$ cat src/rtl/ifu_pkg.sv
// Shared constants, entry type and sizing helper for the instruction fetch unit.
// Imported by the interface, the buffer FIFO and the fetch unit top.
package ifu_pkg;

   localparam int unsigned IFU_ADDR_W     = 6;
   localparam int unsigned IFU_FIFO_DEPTH = 4;
   localparam int unsigned IFU_RESET_PC   = 0;
   localparam int unsigned IFU_INST_W     = 32;
   localparam int unsigned IFU_PC_W       = IFU_ADDR_W + 2;

   typedef struct packed {
      logic [IFU_PC_W-1:0]   pc;
      logic [IFU_INST_W-1:0] inst;
   } ifu_entry_t;

   // Occupancy counter width: must represent 0..depth inclusive.
   function automatic int unsigned ifu_cnt_w(input int unsigned depth);
      return $clog2(depth) + 1;
   endfunction

endpackage

$ cat src/rtl/inst_fetch_unit_if.sv
// ROM, redirect and instruction-delivery signals of the fetch unit.
// master = fetch unit side, slave = ROM/consumer/branch-unit side.
interface inst_fetch_unit_if
   import ifu_pkg::*;
#(
   parameter int unsigned ADDR_W = IFU_ADDR_W
);

   logic                  rom_en;
   logic [ADDR_W-1:0]     rom_addr;
   logic [IFU_INST_W-1:0] rom_data;
   logic                  redirect_valid;
   logic [ADDR_W+1:0]     redirect_pc;
   logic                  inst_valid;
   logic                  inst_ready;
   logic [IFU_INST_W-1:0] InstCode;
   logic [ADDR_W+1:0]     inst_pc;

   modport master (
      output rom_en, rom_addr, inst_valid, InstCode, inst_pc,
      input  rom_data, redirect_valid, redirect_pc, inst_ready
   );

   modport slave (
      input  rom_en, rom_addr, inst_valid, InstCode, inst_pc,
      output rom_data, redirect_valid, redirect_pc, inst_ready
   );

endinterface

$ cat src/rtl/ifu_fifo.sv
// Synchronous power-of-two FIFO with flush; flush overrides push and pop.
// Push while full is accepted only when a pop happens on the same edge.
module ifu_fifo
   import ifu_pkg::*;
#(
   parameter int unsigned Depth = IFU_FIFO_DEPTH,
   parameter type         EntryT = ifu_entry_t
) (
   input  logic                          clk,
   input  logic                          rst,
   input  logic                          push,
   input  logic                          pop,
   input  logic                          flush,
   input  EntryT                         wdata,
   output logic [ifu_cnt_w(Depth)-1:0]   count,
   output EntryT                         head,
   output logic                          empty,
   output logic                          full
);

   localparam int unsigned PtrW = $clog2(Depth);
   localparam int unsigned CntW = ifu_cnt_w(Depth);

   logic [PtrW-1:0] wr_ptr_q, wr_ptr_d;
   logic [PtrW-1:0] rd_ptr_q, rd_ptr_d;
   logic [CntW-1:0] count_q, count_d;
   EntryT           mem_q [Depth];
   EntryT           mem_d [Depth];
   logic            do_push, do_pop;

   assign empty   = (count_q == '0);
   assign full    = (count_q == CntW'(Depth));
   assign do_pop  = pop && !empty;
   assign do_push = push && (!full || do_pop);
   assign count   = count_q;
   assign head    = mem_q[rd_ptr_q];

   always_comb begin
      wr_ptr_d = wr_ptr_q;
      rd_ptr_d = rd_ptr_q;
      count_d  = count_q;
      mem_d    = mem_q;
      if (flush) begin
         wr_ptr_d = '0;
         rd_ptr_d = '0;
         count_d  = '0;
      end else begin
         if (do_push) begin
            mem_d[wr_ptr_q] = wdata;
            wr_ptr_d        = wr_ptr_q + PtrW'(1);
         end
         if (do_pop) begin
            rd_ptr_d = rd_ptr_q + PtrW'(1);
         end
         count_d = count_q + CntW'(do_push) - CntW'(do_pop);
      end
   end

   always_ff @(posedge clk or posedge rst) begin
      if (rst) begin
         wr_ptr_q <= '0;
         rd_ptr_q <= '0;
         count_q  <= '0;
      end else begin
         wr_ptr_q <= wr_ptr_d;
         rd_ptr_q <= rd_ptr_d;
         count_q  <= count_d;
      end
   end

   // Storage needs no reset: entries are only visible once counted.
   always_ff @(posedge clk) begin
      mem_q <= mem_d;
   end

endmodule

$ cat src/rtl/inst_fetch_unit.sv
// Instruction fetch unit: credit-throttled synchronous-ROM fetch into a small buffer.
// Define IFU_PERF_CNT_EN to add the fetch_cnt/stall_cnt performance counters.
module inst_fetch_unit
   import ifu_pkg::*;
#(
   parameter int unsigned ADDR_W     = IFU_ADDR_W,
   parameter int unsigned RESET_PC   = IFU_RESET_PC,
   parameter int unsigned FIFO_DEPTH = IFU_FIFO_DEPTH
) (
   input  logic                 Clka,
   input  logic                 Reset,
   inst_fetch_unit_if.master    bus
`ifdef IFU_PERF_CNT_EN
   ,
   output logic [31:0]          fetch_cnt,
   output logic [31:0]          stall_cnt
`endif
);

   localparam int unsigned    PcW        = ADDR_W + 2;
   localparam int unsigned    CntW       = ifu_cnt_w(FIFO_DEPTH);
   localparam logic [PcW-1:0] ResetPcRaw = PcW'(RESET_PC);
   localparam logic [PcW-1:0] ResetPc    = {ResetPcRaw[PcW-1:2], 2'b00};

   typedef struct packed {
      logic [PcW-1:0]        pc;
      logic [IFU_INST_W-1:0] inst;
   } fetch_entry_t;

   logic [PcW-1:0]  pc_q, pc_d;
   logic [PcW-1:0]  req_pc_q, req_pc_d;
   logic            pending_q, pending_d;
   logic            issue;
   logic            pop;
   logic [CntW-1:0] fifo_count;
   logic            fifo_empty;
   logic            fifo_full;
   fetch_entry_t    push_entry;
   fetch_entry_t    head_entry;
   logic            unused_sig;

   // Credit check counts the in-flight read so the buffer can never overflow.
   assign issue = !Reset && !bus.redirect_valid &&
                  ((fifo_count + CntW'(pending_q)) < CntW'(FIFO_DEPTH));
   assign pop   = bus.inst_valid && bus.inst_ready;

   assign push_entry = '{pc: req_pc_q, inst: bus.rom_data};

   assign bus.rom_en     = issue;
   assign bus.rom_addr   = pc_q[PcW-1:2];
   assign bus.inst_valid = !fifo_empty;
   assign bus.InstCode   = head_entry.inst;
   assign bus.inst_pc    = head_entry.pc;

   assign unused_sig = ^{bus.redirect_pc[1:0], fifo_full};

   always_comb begin
      pc_d      = pc_q;
      req_pc_d  = req_pc_q;
      pending_d = 1'b0;
      if (bus.redirect_valid) begin
         pc_d = {bus.redirect_pc[PcW-1:2], 2'b00};
      end else if (issue) begin
         pc_d      = pc_q + PcW'(4);
         req_pc_d  = pc_q;
         pending_d = 1'b1;
      end
   end

   always_ff @(posedge Clka or posedge Reset) begin
      if (Reset) begin
         pc_q      <= ResetPc;
         req_pc_q  <= '0;
         pending_q <= 1'b0;
      end else begin
         pc_q      <= pc_d;
         req_pc_q  <= req_pc_d;
         pending_q <= pending_d;
      end
   end

   // Redirect drives flush, which drops both the buffer and the pending response.
   ifu_fifo #(
      .Depth  (FIFO_DEPTH),
      .EntryT (fetch_entry_t)
   ) u_fifo (
      .clk   (Clka),
      .rst   (Reset),
      .push  (pending_q),
      .pop   (pop),
      .flush (bus.redirect_valid),
      .wdata (push_entry),
      .count (fifo_count),
      .head  (head_entry),
      .empty (fifo_empty),
      .full  (fifo_full)
   );

`ifdef IFU_PERF_CNT_EN
   logic [31:0] fetch_cnt_q, fetch_cnt_d;
   logic [31:0] stall_cnt_q, stall_cnt_d;

   always_comb begin
      fetch_cnt_d = fetch_cnt_q + 32'(pop);
      stall_cnt_d = stall_cnt_q + 32'(bus.inst_valid && !bus.inst_ready);
   end

   always_ff @(posedge Clka or posedge Reset) begin
      if (Reset) begin
         fetch_cnt_q <= '0;
         stall_cnt_q <= '0;
      end else begin
         fetch_cnt_q <= fetch_cnt_d;
         stall_cnt_q <= stall_cnt_d;
      end
   end

   assign fetch_cnt = fetch_cnt_q;
   assign stall_cnt = stall_cnt_q;
`endif

endmodule

$ cat src/flat_wrapper.sv
// flat-port wrapper written by rule: the top's interface ports become plain ports
module inst_fetch_unit_flat import ifu_pkg::*;
#(
   parameter int unsigned ADDR_W     = IFU_ADDR_W,
   parameter int unsigned RESET_PC   = IFU_RESET_PC,
   parameter int unsigned FIFO_DEPTH = IFU_FIFO_DEPTH
)
  (Clka, Reset, bus_rom_en, bus_rom_addr, bus_inst_valid, bus_InstCode, bus_inst_pc, bus_rom_data, bus_redirect_valid, bus_redirect_pc, bus_inst_ready);
  inst_fetch_unit_if #(.ADDR_W(ADDR_W)) bus_i ();
  input  logic Clka;
  input  logic Reset;
  output wire logic [$bits(bus_i.rom_en)-1:0] bus_rom_en;
  output wire logic [$bits(bus_i.rom_addr)-1:0] bus_rom_addr;
  output wire logic [$bits(bus_i.inst_valid)-1:0] bus_inst_valid;
  output wire logic [$bits(bus_i.InstCode)-1:0] bus_InstCode;
  output wire logic [$bits(bus_i.inst_pc)-1:0] bus_inst_pc;
  input wire logic [$bits(bus_i.rom_data)-1:0] bus_rom_data;
  input wire logic [$bits(bus_i.redirect_valid)-1:0] bus_redirect_valid;
  input wire logic [$bits(bus_i.redirect_pc)-1:0] bus_redirect_pc;
  input wire logic [$bits(bus_i.inst_ready)-1:0] bus_inst_ready;
  assign bus_rom_en = bus_i.rom_en;
  assign bus_rom_addr = bus_i.rom_addr;
  assign bus_inst_valid = bus_i.inst_valid;
  assign bus_InstCode = bus_i.InstCode;
  assign bus_inst_pc = bus_i.inst_pc;
  assign bus_i.rom_data = bus_rom_data;
  assign bus_i.redirect_valid = bus_redirect_valid;
  assign bus_i.redirect_pc = bus_redirect_pc;
  assign bus_i.inst_ready = bus_inst_ready;
  inst_fetch_unit #(.ADDR_W(ADDR_W), .RESET_PC(RESET_PC), .FIFO_DEPTH(FIFO_DEPTH)) u_core (.Clka(Clka), .Reset(Reset), .bus(bus_i));
endmodule
$ cat config.mk
export PLATFORM = sky130hd
export DESIGN_NAME = inst_fetch_unit_flat
export DESIGN_NICKNAME = d
export VERILOG_FILES = /design/src/rtl/ifu_pkg.sv /design/src/rtl/inst_fetch_unit_if.sv /design/src/rtl/ifu_fifo.sv /design/src/rtl/inst_fetch_unit.sv /design/src/flat_wrapper.sv
export SDC_FILE = /design/constraint.sdc
export NUM_CORES = 1
export LEC_CHECK = 0
export ABC_AREA = 1
export CORE_MARGIN = 5
export CORE_UTILIZATION = 49
export CTS_CLUSTER_SIZE = 30
export DETAILED_ROUTE_END_ITERATION = 10
export GPL_TIMING_DRIVEN = 0
export PLACE_DENSITY_LB_ADDON = 0.12
export SETUP_SLACK_MARGIN = 0.05
export SYNTH_ARGS = -nofsm -noshare
export SYNTH_HDL_FRONTEND = slang
export SYNTH_SLANG_ARGS = --single-unit
$ cat constraint.sdc
create_clock -name Clka -period 2.89 [get_ports Clka]
set_input_delay 0.578 -clock Clka [delete_from_list [all_inputs] [get_ports Clka]]
set_output_delay 0.578 -clock Clka [all_outputs]
set_load 0.1 [all_outputs]
# ---- Word-level counts from Yosys, hierarchy flattened
# Index checks and enable logic that the tools add are counted.
dict set report word_totals {
  register_bits 184
  latchBits 0
  mem_bits_rw 0
  mem_bits_ro 0
  output_inout_bits 48
  word_cells 60
  n_memories 0
}
dict set report classes {
  n_addsub 6
  n_mul 0
  div_mod_pow 0
  order_cmp 4
  n_eq_ne 1
  shifts 0
  n_mux 15
  bitwise_logic 3
  reduce_logical 17
}
# operator n
set op_table {}
lappend op_table {{bitwise mux 160 bit} 1}
lappend op_table {{two-way mux 40 bit} 3}
lappend op_table {{binary-select mux 40 bit (select 2 bit)} 1}
lappend op_table {{demux 40 bit (select 2 bit)} 1}
lappend op_table {{two-way mux 8 bit} 2}
lappend op_table {{adder 8 x 3 -> 8 bit (second input constant)} 1}
lappend op_table {{two-way mux 2 bit} 4}
lappend op_table {{adder 3 x 1 -> 3 bit} 2}
lappend op_table {{greater-or-equal comparator 3 bit (second input constant)} 2}
lappend op_table {{logical AND 1 bit} 6}
lappend op_table {{inverter 2 -> 3 bit} 2}
lappend op_table {{nonzero test 2 bit} 3}
lappend op_table {{adder 2 x 1 -> 2 bit (second input constant)} 2}
lappend op_table {{logical NOT 1 bit} 4}
lappend op_table {{AND reduction 2 bit} 2}
lappend op_table {{== test 3 bit (second input constant)} 1}
lappend op_table {{logical NOT 3 bit} 1}
lappend op_table {{< comparator 3 x 1 -> 1 bit (second input constant)} 1}
lappend op_table {{< comparator 3 bit (second input constant)} 1}
lappend op_table {{two-way mux 3 bit} 1}
lappend op_table {{subtractor 3 x 1 -> 3 bit} 1}
lappend op_table {{two-way mux 1 bit} 2}
lappend op_table {{logical OR 1 bit} 1}
lappend op_table {{inverter 1 bit} 1}

# ---- Logic depth before layout (Yosys ltp)
# Gate-level depths: netlist of the first run.
dict set report logic_depth {
  word_depth 9
  ltp_mapped 11
}

# ---- By module
# A second synthesis of the first run with hierarchy kept.
dict set report unflattened {
  cells_unflattened 533
  hier_area_um2 7133.1
}
# mod instances cells_each area_per_inst_um2 seq_area_each_um2
set by_module_without_submodules {}
lappend by_module_without_submodules {ifu_fifo 1 447 6399.9 4979.8}
lappend by_module_without_submodules {inst_fetch_unit 1 86 733.2 325.3}

# ---- Worst setup path before layout of the first run
# OpenSTA, ideal clock, no wires.
dict set report synth_timing {
  path_type {input to register}
  startpoint {input port bus_inst_ready}
  endpoint {register u_core.u_fifo.mem_q[0] (netlist bit) (enable)}
  setup_time_ps 433
  t_arrival_ps 2474
  setup_slack_ps -17
  stages 4
  path_buffers 0
  path_cell_list {inv_1 -> nand3_1 -> nand3_1 -> nor2_1}
}
dict set report synth_via {
  elab_chain_cells 5
}
# element line_no
set synth_rtl {}
lappend synth_rtl {{start, declared} flat_wrapper.sv:20} ;# input wire logic [$bits(bus_i.inst_ready)-1:0] bus_inst_ready;
lappend synth_rtl {{logical AND 1 bit} inst_fetch_unit.sv:45} ;# assign pop = bus.inst_valid && bus.inst_ready;
lappend synth_rtl {{logical AND 1 bit} ifu_fifo.sv:33} ;# assign do_pop = pop && !empty;
lappend synth_rtl {{logical OR 1 bit} ifu_fifo.sv:34} ;# assign do_push = push && (!full || do_pop);
lappend synth_rtl {{logical AND 1 bit} ifu_fifo.sv:34}
lappend synth_rtl {{AND reduction 2 bit (no line)} -}
lappend synth_rtl {{end signal, assigned} ifu_fifo.sv:73} ;# mem_q <= mem_d;
lappend synth_rtl {{end, declared} ifu_fifo.sv:27} ;# EntryT mem_q [Depth];
# No other way between the ends.
# A chain may end at the register's enable or synchronous reset.

# ---- Worst setup path after layout of the first run
dict set report layout_timing {
  startpoint {register u_core.u_fifo.rd_ptr_q[0]}
  endpoint {output port bus_InstCode[12]}
}
dict set report layout_via {
  elab_chain_cells 4
}
# element line_no
set layout_rtl {}
lappend layout_rtl {{start, declared} ifu_fifo.sv:25} ;# logic [PtrW-1:0] rd_ptr_q, rd_ptr_d;
lappend layout_rtl {{start signal, assigned} ifu_fifo.sv:66} ;# rd_ptr_q <= rd_ptr_d;
lappend layout_rtl {{inverter 2 -> 3 bit (not written as such)} ifu_fifo.sv:36} ;# assign head = mem_q[rd_ptr_q];
lappend layout_rtl {{binary-select mux 40 bit (select 2 bit)} ifu_fifo.sv:36}
lappend layout_rtl {{two-way mux 40 bit (not written as such) (2 in a row)} ifu_fifo.sv:36}
lappend layout_rtl {{end, declared} flat_wrapper.sv:15} ;# output wire logic [$bits(bus_i.InstCode)-1:0] bus_InstCode;
# No other way between the ends. The select of a mux whose other input is x is not followed.

==> reports/results.tsv, run 1 <==
metric	value	unit
power per cell area	1020	nW/um^2
Fin. Hold Viols	0	
r2r worst-path depth	5	
Synth Area in Adders	1.58	%
Final HPWL DP	9360	microns
R2R Path Start	u_core.u_fifo.count[1]$_DFF_PP0_	
1st-pass router iterations	5	
RSZ-0062 raised after global routing	true	
overall global routing resource usage	19.2	%
Root Buffer	clkbuf_16	
CTS tree	yes	
Peak VDD IR	0.551	mV
Hold Crit Endpoint	u_core.u_fifo.mem_q[159]$_DFFE_PP_	
DRT iter0 DRCs	317	
endpoint class of the critical path	output port	
compound-cell area share of the yosys netlist	10.1	%
max-slew violations	0	
H-tree Lvls	4	
#FFs+latches synth	172	
Tmin final	2.76	ns
grt total ovfl	0	
number of synthesis warnings	0	
largest net degree at the start of global routing	25	
worst min path class	register to register	
initial antenna violation count	0	
Layout area overhead	28.2	%
critical path type	register to output port	
vias per inst	5.30	
Leakage	3.21	nW
clock transition at the registers of the reported paths	0.06	ns
CP Launch Type	register	
DIE HEIGHT	128	microns
area share of the largest cell type after synthesis	66.9	%
first-pass GRT wire length	23800	microns
worst-case clock skew	0.00834	ns
# rows	43	
Die X	128	microns
min-delay src	u_core.req_pc_q[7]$_DFFE_PP0P_	
Worst-Skew Late Latency	0.42	ns
most frequent cells in the layout	edfxtp_1 (152), nor2_1 (82), o21ai_0 (78)	
core area	13800	sq um
Fmax	362	MHz
Detail Route Antenna Nets	0	
sequential fraction of the synthesis area	74.2	%
setup_tns	0	ns
hold buffer count at cts	0	
# fillers	1106	
fraction of synthesized area in multiplexers	0	%
xor-xnor portion of the synthesized cell area	0.770	%
PortBufs	87	
largest family of logic cells by synthesized area	compound AO/OA/AOI/OAI gates	
TritonCTS Buffers	17	
CTS max path bufs	2	
Slew @ Worst Pin	0.973	ns
die area	16400	sq um
Syn Area/Cell	13.4	sq um
flop2flop setup slack	0.52	ns
Max-Cap Viols	0	
Mapped Cells	508	
total inserted antenna cells	0	
DR vias	4303	
outcome	finished, final reports clean	
fin nets	671	
Tcrit/Tclk final	95.5	%
DR WL/cell	17.9	microns
worst-path maximum fanout	10	
GPL Wtd Cong	0.810	
top post-synthesis cells by area	edfxtp_1 (67%), dfrtp_1 (7.3%), o21ai_0 (5.7%)	
Simple-Gate Fraction of Synth Area	9.52	%
Worst Hold Depth	0	
DRC errors left	0	
clock sinks	172	
top cell type by total area after synthesis	edfxtp_1	
required time worst endpoint	2.31	ns
Critical Path AT	2.18	ns
Synth Cell Area	6820	sq um
Post-CTS Setup Inserts	0	
Top Ports	92	
WL final	14600	microns
Unique masters post-synth	29	
vias in the first global route	4533	
r2r endpoint	u_core.u_fifo.mem_q[13]$_DFFE_PP_	
# setup viols final	0	
Starting Density	49.5	%
fraction of layout cells with a size suffix above 1	23.7	%
slew margin rel.	35.0	%
most common cell after layout, fill and taps aside	edfxtp_1	
hold slack final	0.529	ns
## how the worst max path moves through the flow
stage                                           from  depth (start not counted)                                end  slack, ns
2_1_floorplan                         bus_inst_ready                          4   u_core.u_fifo.mem_q[0]$_DFFE_PP_      -0.02
3_3_place_gp                          bus_inst_ready                          5  u_core.u_fifo.mem_q[13]$_DFFE_PP_      -1.88
3_5_place_dp                      bus_redirect_valid                          5                         bus_rom_en      -0.33
4_1_cts        u_core.u_fifo.rd_ptr_q[0]$_DFFE_PP0P_                          5                   bus_InstCode[20]     -0.008
5_1_grt        u_core.u_fifo.rd_ptr_q[0]$_DFFE_PP0P_                          4                   bus_InstCode[12]      -0.03
6_report       u_core.u_fifo.rd_ptr_q[0]$_DFFE_PP0P_                          4                   bus_InstCode[12]       0.13
## cell usage after synthesis
cell type	instances
o22ai_1	38
ha_1	7
nand2_2	2
inv_2	3
nand2_1	34
conb_1	1
nand3_2	7
nor2_8	1
fa_1	1
nor2_1	86
o21ai_1	3
o21bai_1	1
clkbuf_1	10
o21ai_0	78
nand4_2	1
a21oi_1	1
xnor2_1	1
buf_2	7
buf_6	3
inv_1	19
dfrtp_1	20
nand3_1	12
o21ai_2	4
xor2_1	5
buf_4	8
edfxtp_1	152
nand3_4	1
clkbuf_2	1
nor2_2	1
## layout make-up
cell class,instances,area [sq um],area share (%)
Tap cell,180,225,2.58
Buffer,29,175,2.00
Clock buffer,23,554,6.34
Timing Repair Buffer,91,870,9.94
Inverter,22,82.6,0.944
Multi-Input combinational cell,286,1730,19.7
Sequential cell,172,5060,57.9
Clock inverter,9,47.5,0.544
## per-stage QoR
stage / instance area (sq um) / utilization [%] / total power [mW] / setup slack (ns) / cells
finish: 8740 / 63.5 / 8.92 / 0.129 / 812
global route: 8740 / 63.5 / 9.30 / -0.0253 / 812
CTS: 8720 / 63.3 / 8.97 / -0.00769 / 812
detailed placement: 8240 / 59.8 / 6.91 / -0.331 / 780
global placement: 8110 / 58.9 / 6.85 / -1.88 / 776
floorplan: 7010 / - / 5.94 / -0.0174 / 509
## power breakdown
group / leakage (nW) / switching, mW / internal (mW) / total (mW)
clock: 0.309 / 0.873 / 1.35 / 2.22
sequential: 1.63 / 0.126 / 2.89 / 3.02
combinational: 1.28 / 2.89 / 0.787 / 3.68
total: 3.21 / 3.89 / 5.02 / 8.92
## layer usage
metal  wire [microns]  vias to the layer above  part of all wire [%]  GRT usage, %
met2             7260                      114                    50          31.0
li1                 -                     2068                     -             -
met5                0                        -                     0             0
met3              789                       24                   5.4          5.04
met1             6260                     2097                    43          25.0
met4              263                        0                   1.8          7.80
## flip-flops by register name, summed over array words and instances (netlist names)
| name | cells |
|---|---|
| u_core.u_fifo.mem_q | 152 |
| u_core.pc_q | 6 |
| u_core.req_pc_q | 6 |
| u_core.u_fifo.count | 3 |
| u_core.u_fifo.rd_ptr_q | 2 |
| u_core.u_fifo.wr_ptr_q | 2 |
| u_core.pending_q | 1 |
## critical path, cell delays in order (launching register included)
cell and delay, ns:
dfrtp_1 0.45, clkbuf_1 0.40, o21ai_0 0.19, o22ai_2 0.17, clkdlybuf4s18_2 0.55
## timing repair
| item | 4_1_cts | 5_1_grt |
|---|---|---|
| cloned | 0 | 0 |
| endpoints found under the setup margin | 39 | 29 |
| resized for setup | 175 | 34 |
## kinds of logic after synthesis
kind of cell,after synthesis
flops,172
fa+ha+maj,8
xor+xnor,6
buf+inv,51
compound gates,125
other cells,1
simple gates,145
No activity file was read; power rests on OpenSTA's default activity.
==> inputs of run 2 (changes only) <==
- CORE_UTILIZATION: 49 -> 48
- CTS_CLUSTER_SIZE: 30 -> 20
==> run 2 against run 1 <==
Against the previous run:
- register-to-register slack gained 0.11 ns
- via count grew 0.42%
- largest cell class unchanged
- clock power grew 8%
- clock skew grew 0.00051 ns
==> reports/results.tsv, run 2 (synthesized netlist as in run 1, its figures left out) <==
metric	value	unit	change
Slew @ Worst Pin	0.979	ns	was 0.973 ns
P_sw	3.90	mW	was 3.89 mW
TritonCTS Buffers	17		unchanged
Largest Register	u_core.u_fifo.mem_q		unchanged
fraction of layout cells with a size suffix above 1	23.7	%	unchanged
fin nets	671		unchanged
Worst path max stage delay	0.58	ns	was 0.55 ns
biggest regs	u_core.u_fifo.mem_q: 152 flops, u_core.pc_q: 6 flops, u_core.req_pc_q: 6 flops		unchanged
Tcrit/Tclk final	94.5	%	was 95.5%
Peak VDD IR	0.552	mV	was 0.551 mV
Layout area overhead	28.1	%	was 28.2%
Fin. Hold Viols	0		unchanged
outcome	finished, final reports clean		unchanged
Clock power frac	26.5	%	was 24.9%
Seq. cell area	5060	sq um	unchanged
multi-input logic area	1730	sq um	unchanged
RSZ-0062 raised after global routing	false		was true
worst setup path startpoint	u_core.u_fifo.rd_ptr_q[0]$_DFFE_PP0P_		unchanged
Switching Fraction	43.0	%	was 43.7%
CTS max path bufs	2		unchanged
slew margin rel.	34.5	%	was 35.0%
first-pass GRT wire length	23800	microns	about the same
CP Launch Type	register		unchanged
required time worst endpoint	2.31	ns	about the same
# rows	43		unchanged
CP max-delay cell	clkdlybuf4s18_2		unchanged
vias per inst	5.32		was 5.30
total inserted antenna cells	0		unchanged
1st-pass router iterations	5		unchanged
H-tree Lvls	4		unchanged
min-delay src	u_core.req_pc_q[5]$_DFFE_PP0P_		was u_core.req_pc_q[7]$_DFFE_PP0P_
DR vias	4321		was 4,303
Worst Hold Depth	0		unchanged
critical path type	register to output port		unchanged
worst min path class	register to register		unchanged
Root Buffer	clkbuf_16		unchanged
R2R Path Start	u_core.u_fifo.count[1]$_DFF_PP0_		unchanged
initial antenna violation count	1		was 0
Fmax	366	MHz	was 362 MHz
fin area	8740	sq um	about the same
DR WL/cell	18.2	microns	was 17.9 microns
worst-path maximum fanout	10		unchanged
PortBufs	87		unchanged
WL final	14800	microns	was 14,600 microns
clock sinks	172		unchanged
overall global routing resource usage	18.9	%	was 19.2%
largest net degree at the start of global routing	27		was 25
vias in the first global route	4555		was 4,533
Util after Layout	62.7	%	was 63.5%
Top delay family on crit path	buffers and inverters		unchanged
flop2flop setup slack	0.63	ns	was 0.52 ns
r2r endpoint	u_core.u_fifo.mem_q[58]$_DFFE_PP_		was u_core.u_fifo.mem_q[13]$_DFFE_PP_
Worst-Skew Late Latency	0.42	ns	about the same
hold slack final	0.526	ns	was 0.529 ns
r2r worst-path depth	5		unchanged
worst path cell trace	inv_2 > buf_2 > nor2_1 > o22ai_1 > clkdlybuf4s18_2		was clkbuf_1 > o21ai_0 > o22ai_2 > clkdlybuf4s18_2
core area	13900	sq um	was 13,800 sq um
DRT iter0 DRCs	297		was 317
Die X	129	microns	was 128 microns
Area after DPL	8220	sq um	was 8240 sq um
Starting Density	49.0	%	was 49.5%
# setup viols final	0		unchanged
part of the power in registers	33.2	%	was 33.8%
clock transition at the registers of the reported paths	0.06	ns	about the same
max-slew violations	0		unchanged
most common cell after layout, fill and taps aside	edfxtp_1		unchanged
endpoint class of the critical path	output port		unchanged
Tmin final	2.73	ns	was 2.76 ns
setup_tns	0	ns	unchanged
grt total ovfl	0		unchanged
power per cell area	1040	nW/um^2	was 1020 nW/um^2
total power	9.07	mW	was 8.92 mW
power share of the combinational group	40.3	%	was 41.3%
worst-case clock skew	0.00885	ns	was 0.00834 ns
Largest register FFs	152		unchanged
Leakage	3.20	nW	was 3.21 nW
hold buffer count at cts	0		unchanged
Final HPWL DP	9320	microns	was 9360 microns
Worst Path Buf+Inv	3		was 2
DRC errors left	0		unchanged
GPL Wtd Cong	0.783		was 0.810
Internal Power	5.17	mW	was 5.02 mW
Critical Path AT	2.15	ns	was 2.18 ns
Hold Crit Endpoint	u_core.u_fifo.mem_q[77]$_DFFE_PP_		was u_core.u_fifo.mem_q[159]$_DFFE_PP_
DIE HEIGHT	129	microns	was 128 microns
Top Ports	92		unchanged
Max-Cap Viols	0		unchanged
CTS tree	yes		unchanged
# fillers	1100		was 1,106
Detail Route Antenna Nets	0		unchanged
die area	16700	sq um	was 16,400 sq um
most frequent cells in the layout	edfxtp_1 (152), nor2_1 (82), o21ai_0 (78)		unchanged
[run 2: final cells by class]
type	instances	share of cell area, %
Sequential cell	172	57.9
Multi-Input combinational cell	286	19.7
Timing Repair Buffer	91	9.56
Clock buffer	17	4.87
Tap cell	180	2.58
Clock inverter	15	2.32
Buffer	29	2.05
Inverter	22	0.945
[run 2: timing repair]
item	4_1_cts	5_1_grt
setup buffers	0	0
endpoints found under the setup margin	39	36
gates resized for setup	177	38
gates cloned	0	0
[run 2: per-stage QoR]
step / setup slack (ns) / cells
finish: 0.159 / 812
global route: 0.0535 / 812
CTS: 0.0548 / 812
detailed placement: -0.351 / 780
global placement: -1.92 / 776
floorplan: -0.0174 / 509
[run 2: worst reg2reg max path, cell delays in order, from the launching register on]
cell     delay [ns]
dfrtp_1        0.47
nor2_1         0.11
nand3_1        0.12
nand3_1        0.35
nor2_4         0.64
buf_12         0.27
[run 2: worst max path at each step]
stage	end	slack, ns	cells after the start
finish	bus_inst_pc[3]	0.16	5
global route	bus_InstCode[21]	0.05	6
CTS	bus_InstCode[31]	0.05	5
detailed placement	bus_rom_en	-0.35	5
global placement	u_core.u_fifo.mem_q[6]$_DFFE_PP_	-1.92	5
floorplan	u_core.u_fifo.mem_q[0]$_DFFE_PP_	-0.02	4
[run 2: per-layer routing]
layer  vias up  share of wire [%]  GRT usage (%)
met5         -              0.088              0
met4         2                1.0           7.23
met3        15                5.6           5.23
met2       104                 50           31.3
met1      2140                 43           23.9
li1       2060                  -              -
[run 2: power groups by stage]
stage               clock, mW  combinational (mW)  sequential [mW]
floorplan                   0                2.79             3.15
global placement            0                3.79             3.06
CTS                      2.45                3.66             3.01
detailed placement          0                3.83             3.06
global route             2.55                3.86             3.04
finish                   2.40                3.65             3.01
==> inputs of run 3 (changes only) <==
- SLEW_MARGIN: unset -> 20
- SYNTH_HIERARCHICAL: unset -> 1
==> run 3 against run 2 <==
Against the previous run:
- maximum frequency shrank 0.91%
- design area grew 4.0%
- die area grew 4.1%
- power shrank 13%
- wire length grew 0.64%
- worst hold slack lost 0.021 ns
- combinational power shrank 29%
- sequential cell count grew 8
- critical path depth is the same
- clock skew shrank 0.0019 ns
- synthesized area grew 4.5%
- critical path type unchanged
- critical endpoint is now bus_inst_pc[4]
==> reports/results.tsv, run 3 <==
metric	value	unit	change
Worst Hold Depth	0		unchanged
Worst-Skew Late Latency	0.41	ns	was 0.42 ns
first-pass GRT wire length	23500	microns	was 23,800 microns
Tcrit/Tclk final	95.4	%	was 94.5%
Peak VDD IR	0.535	mV	was 0.552 mV
Layout area overhead	27.5	%	was 28.1%
setup_tns	0	ns	unchanged
Largest Register	u_core/u_fifo/mem_q		was u_core.u_fifo.mem_q
r2r worst-path depth	9		was 5
worst path cell trace	inv_1 > clkbuf_2 > o21ai_0 > o22ai_1 > clkdlybuf4s15_2		was inv_2 > buf_2 > nor2_1 > o22ai_1 > clkdlybuf4s18_2
Root Buffer	clkbuf_16		unchanged
overall global routing resource usage	17.3	%	was 18.9%
critical path type	register to output port		unchanged
DRC errors left	0		unchanged
GPL Wtd Cong	0.792		was 0.783
Area after DPL	8490	sq um	was 8220 sq um
Switching Fraction	38.1	%	was 43.0%
Die X	132	microns	was 129 microns
setup slack after layout	0.134	ns	was 0.159 ns
PortBufs	89		was 87
TritonCTS Buffers	17		unchanged
DR WL/cell	17.4	microns	was 18.2 microns
total power	7.93	mW	was 9.07 mW
CP Launch Type	register		unchanged
grt total ovfl	0		unchanged
Top Ports	92		unchanged
Detail Route Antenna Nets	0		unchanged
endpoint class of the critical path	output port		unchanged
fraction of layout cells with a size suffix above 1	17.9	%	was 23.7%
biggest regs	u_core/u_fifo/mem_q: 160 flops, u_core/pc_q: 6 flops, u_core/req_pc_q: 6 flops		was u_core.u_fifo.mem_q: 152 flops, u_core.pc_q: 6 flops, u_core.req_pc_q: 6 flops
die area	17400	sq um	was 16,700 sq um
hold slack final	0.504	ns	was 0.526 ns
Fin. Hold Viols	0		unchanged
DR vias	4493		was 4,321
RSZ-0062 raised after global routing	false		unchanged
H-tree Lvls	4		unchanged
total inserted antenna cells	0		unchanged
most frequent cells in the layout	edfxtp_1 (160), nor2_1 (88), o21ai_0 (69)		was edfxtp_1 (152), nor2_1 (82), o21ai_0 (78)
CP max-delay cell	clkdlybuf4s15_2		was clkdlybuf4s18_2
WL final	14900	microns	was 14,800 microns
dpl ws	-0.410	ns	was -0.351 ns
most common cell after layout, fill and taps aside	edfxtp_1		unchanged
Max-Cap Viols	0		unchanged
worst min path class	register to register		unchanged
Slew @ Worst Pin	0.970	ns	was 0.979 ns
Final HPWL DP	9430	microns	was 9320 microns
initial antenna violation count	0		was 1
max-slew violations	0		unchanged
DIE HEIGHT	132	microns	was 129 microns
# fillers	1106		was 1,100
Tmin final	2.76	ns	was 2.73 ns
flop2flop setup slack	0.30	ns	was 0.63 ns
part of the power in registers	38.9	%	was 33.2%
number of synthesis warnings	6		was 0
# rows	44		was 43
Syn Area/Cell	13.4	sq um	about the same
Internal Power	4.91	mW	was 5.17 mW
power share of the combinational group	32.6	%	was 40.3%
fin area	9090	sq um	was 8740 sq um
power per cell area	872	nW/um^2	was 1040 nW/um^2
CTS tree	yes		unchanged
fin nets	709		was 671
largest net degree at the start of global routing	22		was 27
1st-pass router iterations	4		was 5
core area	14500	sq um	was 13,900 sq um
# setup viols final	0		unchanged
clock sinks	180		was 172
Critical Path AT	2.18	ns	was 2.15 ns
required time worst endpoint	2.31	ns	about the same
Worst path max stage delay	0.58	ns	about the same
Starting Density	49.0	%	about the same
Clock power frac	28.4	%	was 26.5%
Fmax	363	MHz	was 366 MHz
Mapped Cells	532		was 508
vias per inst	5.26		was 5.32
slew margin rel.	35.1	%	was 34.5%
CTS max path bufs	2		unchanged
clock transition at the registers of the reported paths	0.07	ns	was 0.06 ns
worst-case clock skew	0.00695	ns	was 0.00885 ns
worst-path maximum fanout	10		unchanged
P_sw	3.02	mW	was 3.90 mW
Largest register FFs	160		was 152
DRT iter0 DRCs	330		was 297
Synth Cell Area	7130	sq um	was 6820 sq um
outcome	finished, final reports clean		unchanged
Leakage	3.33	nW	was 3.20 nW
vias in the first global route	4530		was 4,555
run 3: worst paths after layout:
check / from / to
setup reg to reg: u_core/u_fifo/count[1]$_DFF_PP0_ / u_core/u_fifo/mem_q[80]$_DFFE_PP_
hold reg to reg: u_core/req_pc_q[5]$_DFFE_PP0P_ / u_core/u_fifo/mem_q[157]$_DFFE_PP_
hold / removal: u_core/req_pc_q[5]$_DFFE_PP0P_ / u_core/u_fifo/mem_q[157]$_DFFE_PP_
max in group asynchronous: Reset / u_core/req_pc_q[5]$_DFFE_PP0P_
min in group asynchronous: Reset / u_core/u_fifo/count[1]$_DFF_PP0_
setup / recovery: u_core/u_fifo/rd_ptr_q[1]$_DFFE_PP0P_ / bus_inst_pc[4]
run 3: cell type report:
cell class                      instances  area, sq um  share of cell area [%]
Sequential cell                       180         5310                    58.4
Multi-Input combinational cell        304         1590                    17.5
Timing Repair Buffer                   99         1080                    11.9
Clock buffer                           18          429                    4.72
Tap cell                              184          230                    2.53
Buffer                                 27          189                    2.08
Clock inverter                         14          161                    1.78
Inverter                               28          105                    1.16
run 3: stage by stage:
step / util (%) / cells
2_1_floorplan: - / 539
3_3_place_gp: 56.9 / 812
3_5_place_dp: 58.4 / 819
4_1_cts: 62.8 / 851
5_1_grt: 62.5 / 854
6_report: 62.5 / 854
run 3: metal layers:
metal	track usage, %	up-vias	part of all wire [%]
li1	-	2167	-
met1	21.9	2201	44
met2	28.7	118	50
met3	5.27	7	5.1
met4	5.09	0	0.75
met5	0	-	0
run 3: power by group through the flow:
stage	clock network (mW)	registers (mW)	logic, mW
after global routing	2.43	3.11	2.72
after detailed placement	0	3.14	2.68
after global placement	0	3.14	2.63
after CTS	2.30	3.09	2.64
after floorplan	0	3.24	1.88
final	2.25	3.09	2.59
run 3: timing repair:
action | in CTS | in global routing
endpoints found under the hold margin | 0 | 0
setup endpoints to repair | 42 | 64
cloned | 0 | 0
pin swaps | 0 | 1
setup buffers | 0 | 3
resized for setup | 124 | 29
hold buffers | 0 | 0
run 3: critical path: cells and delay by family (launching register included):
kind / cells / cell delay, ns
buffers and inverters: 3 / 0.98
DFF: 1 / 0.46
AOI/OAI and AO/OA: 2 / 0.33
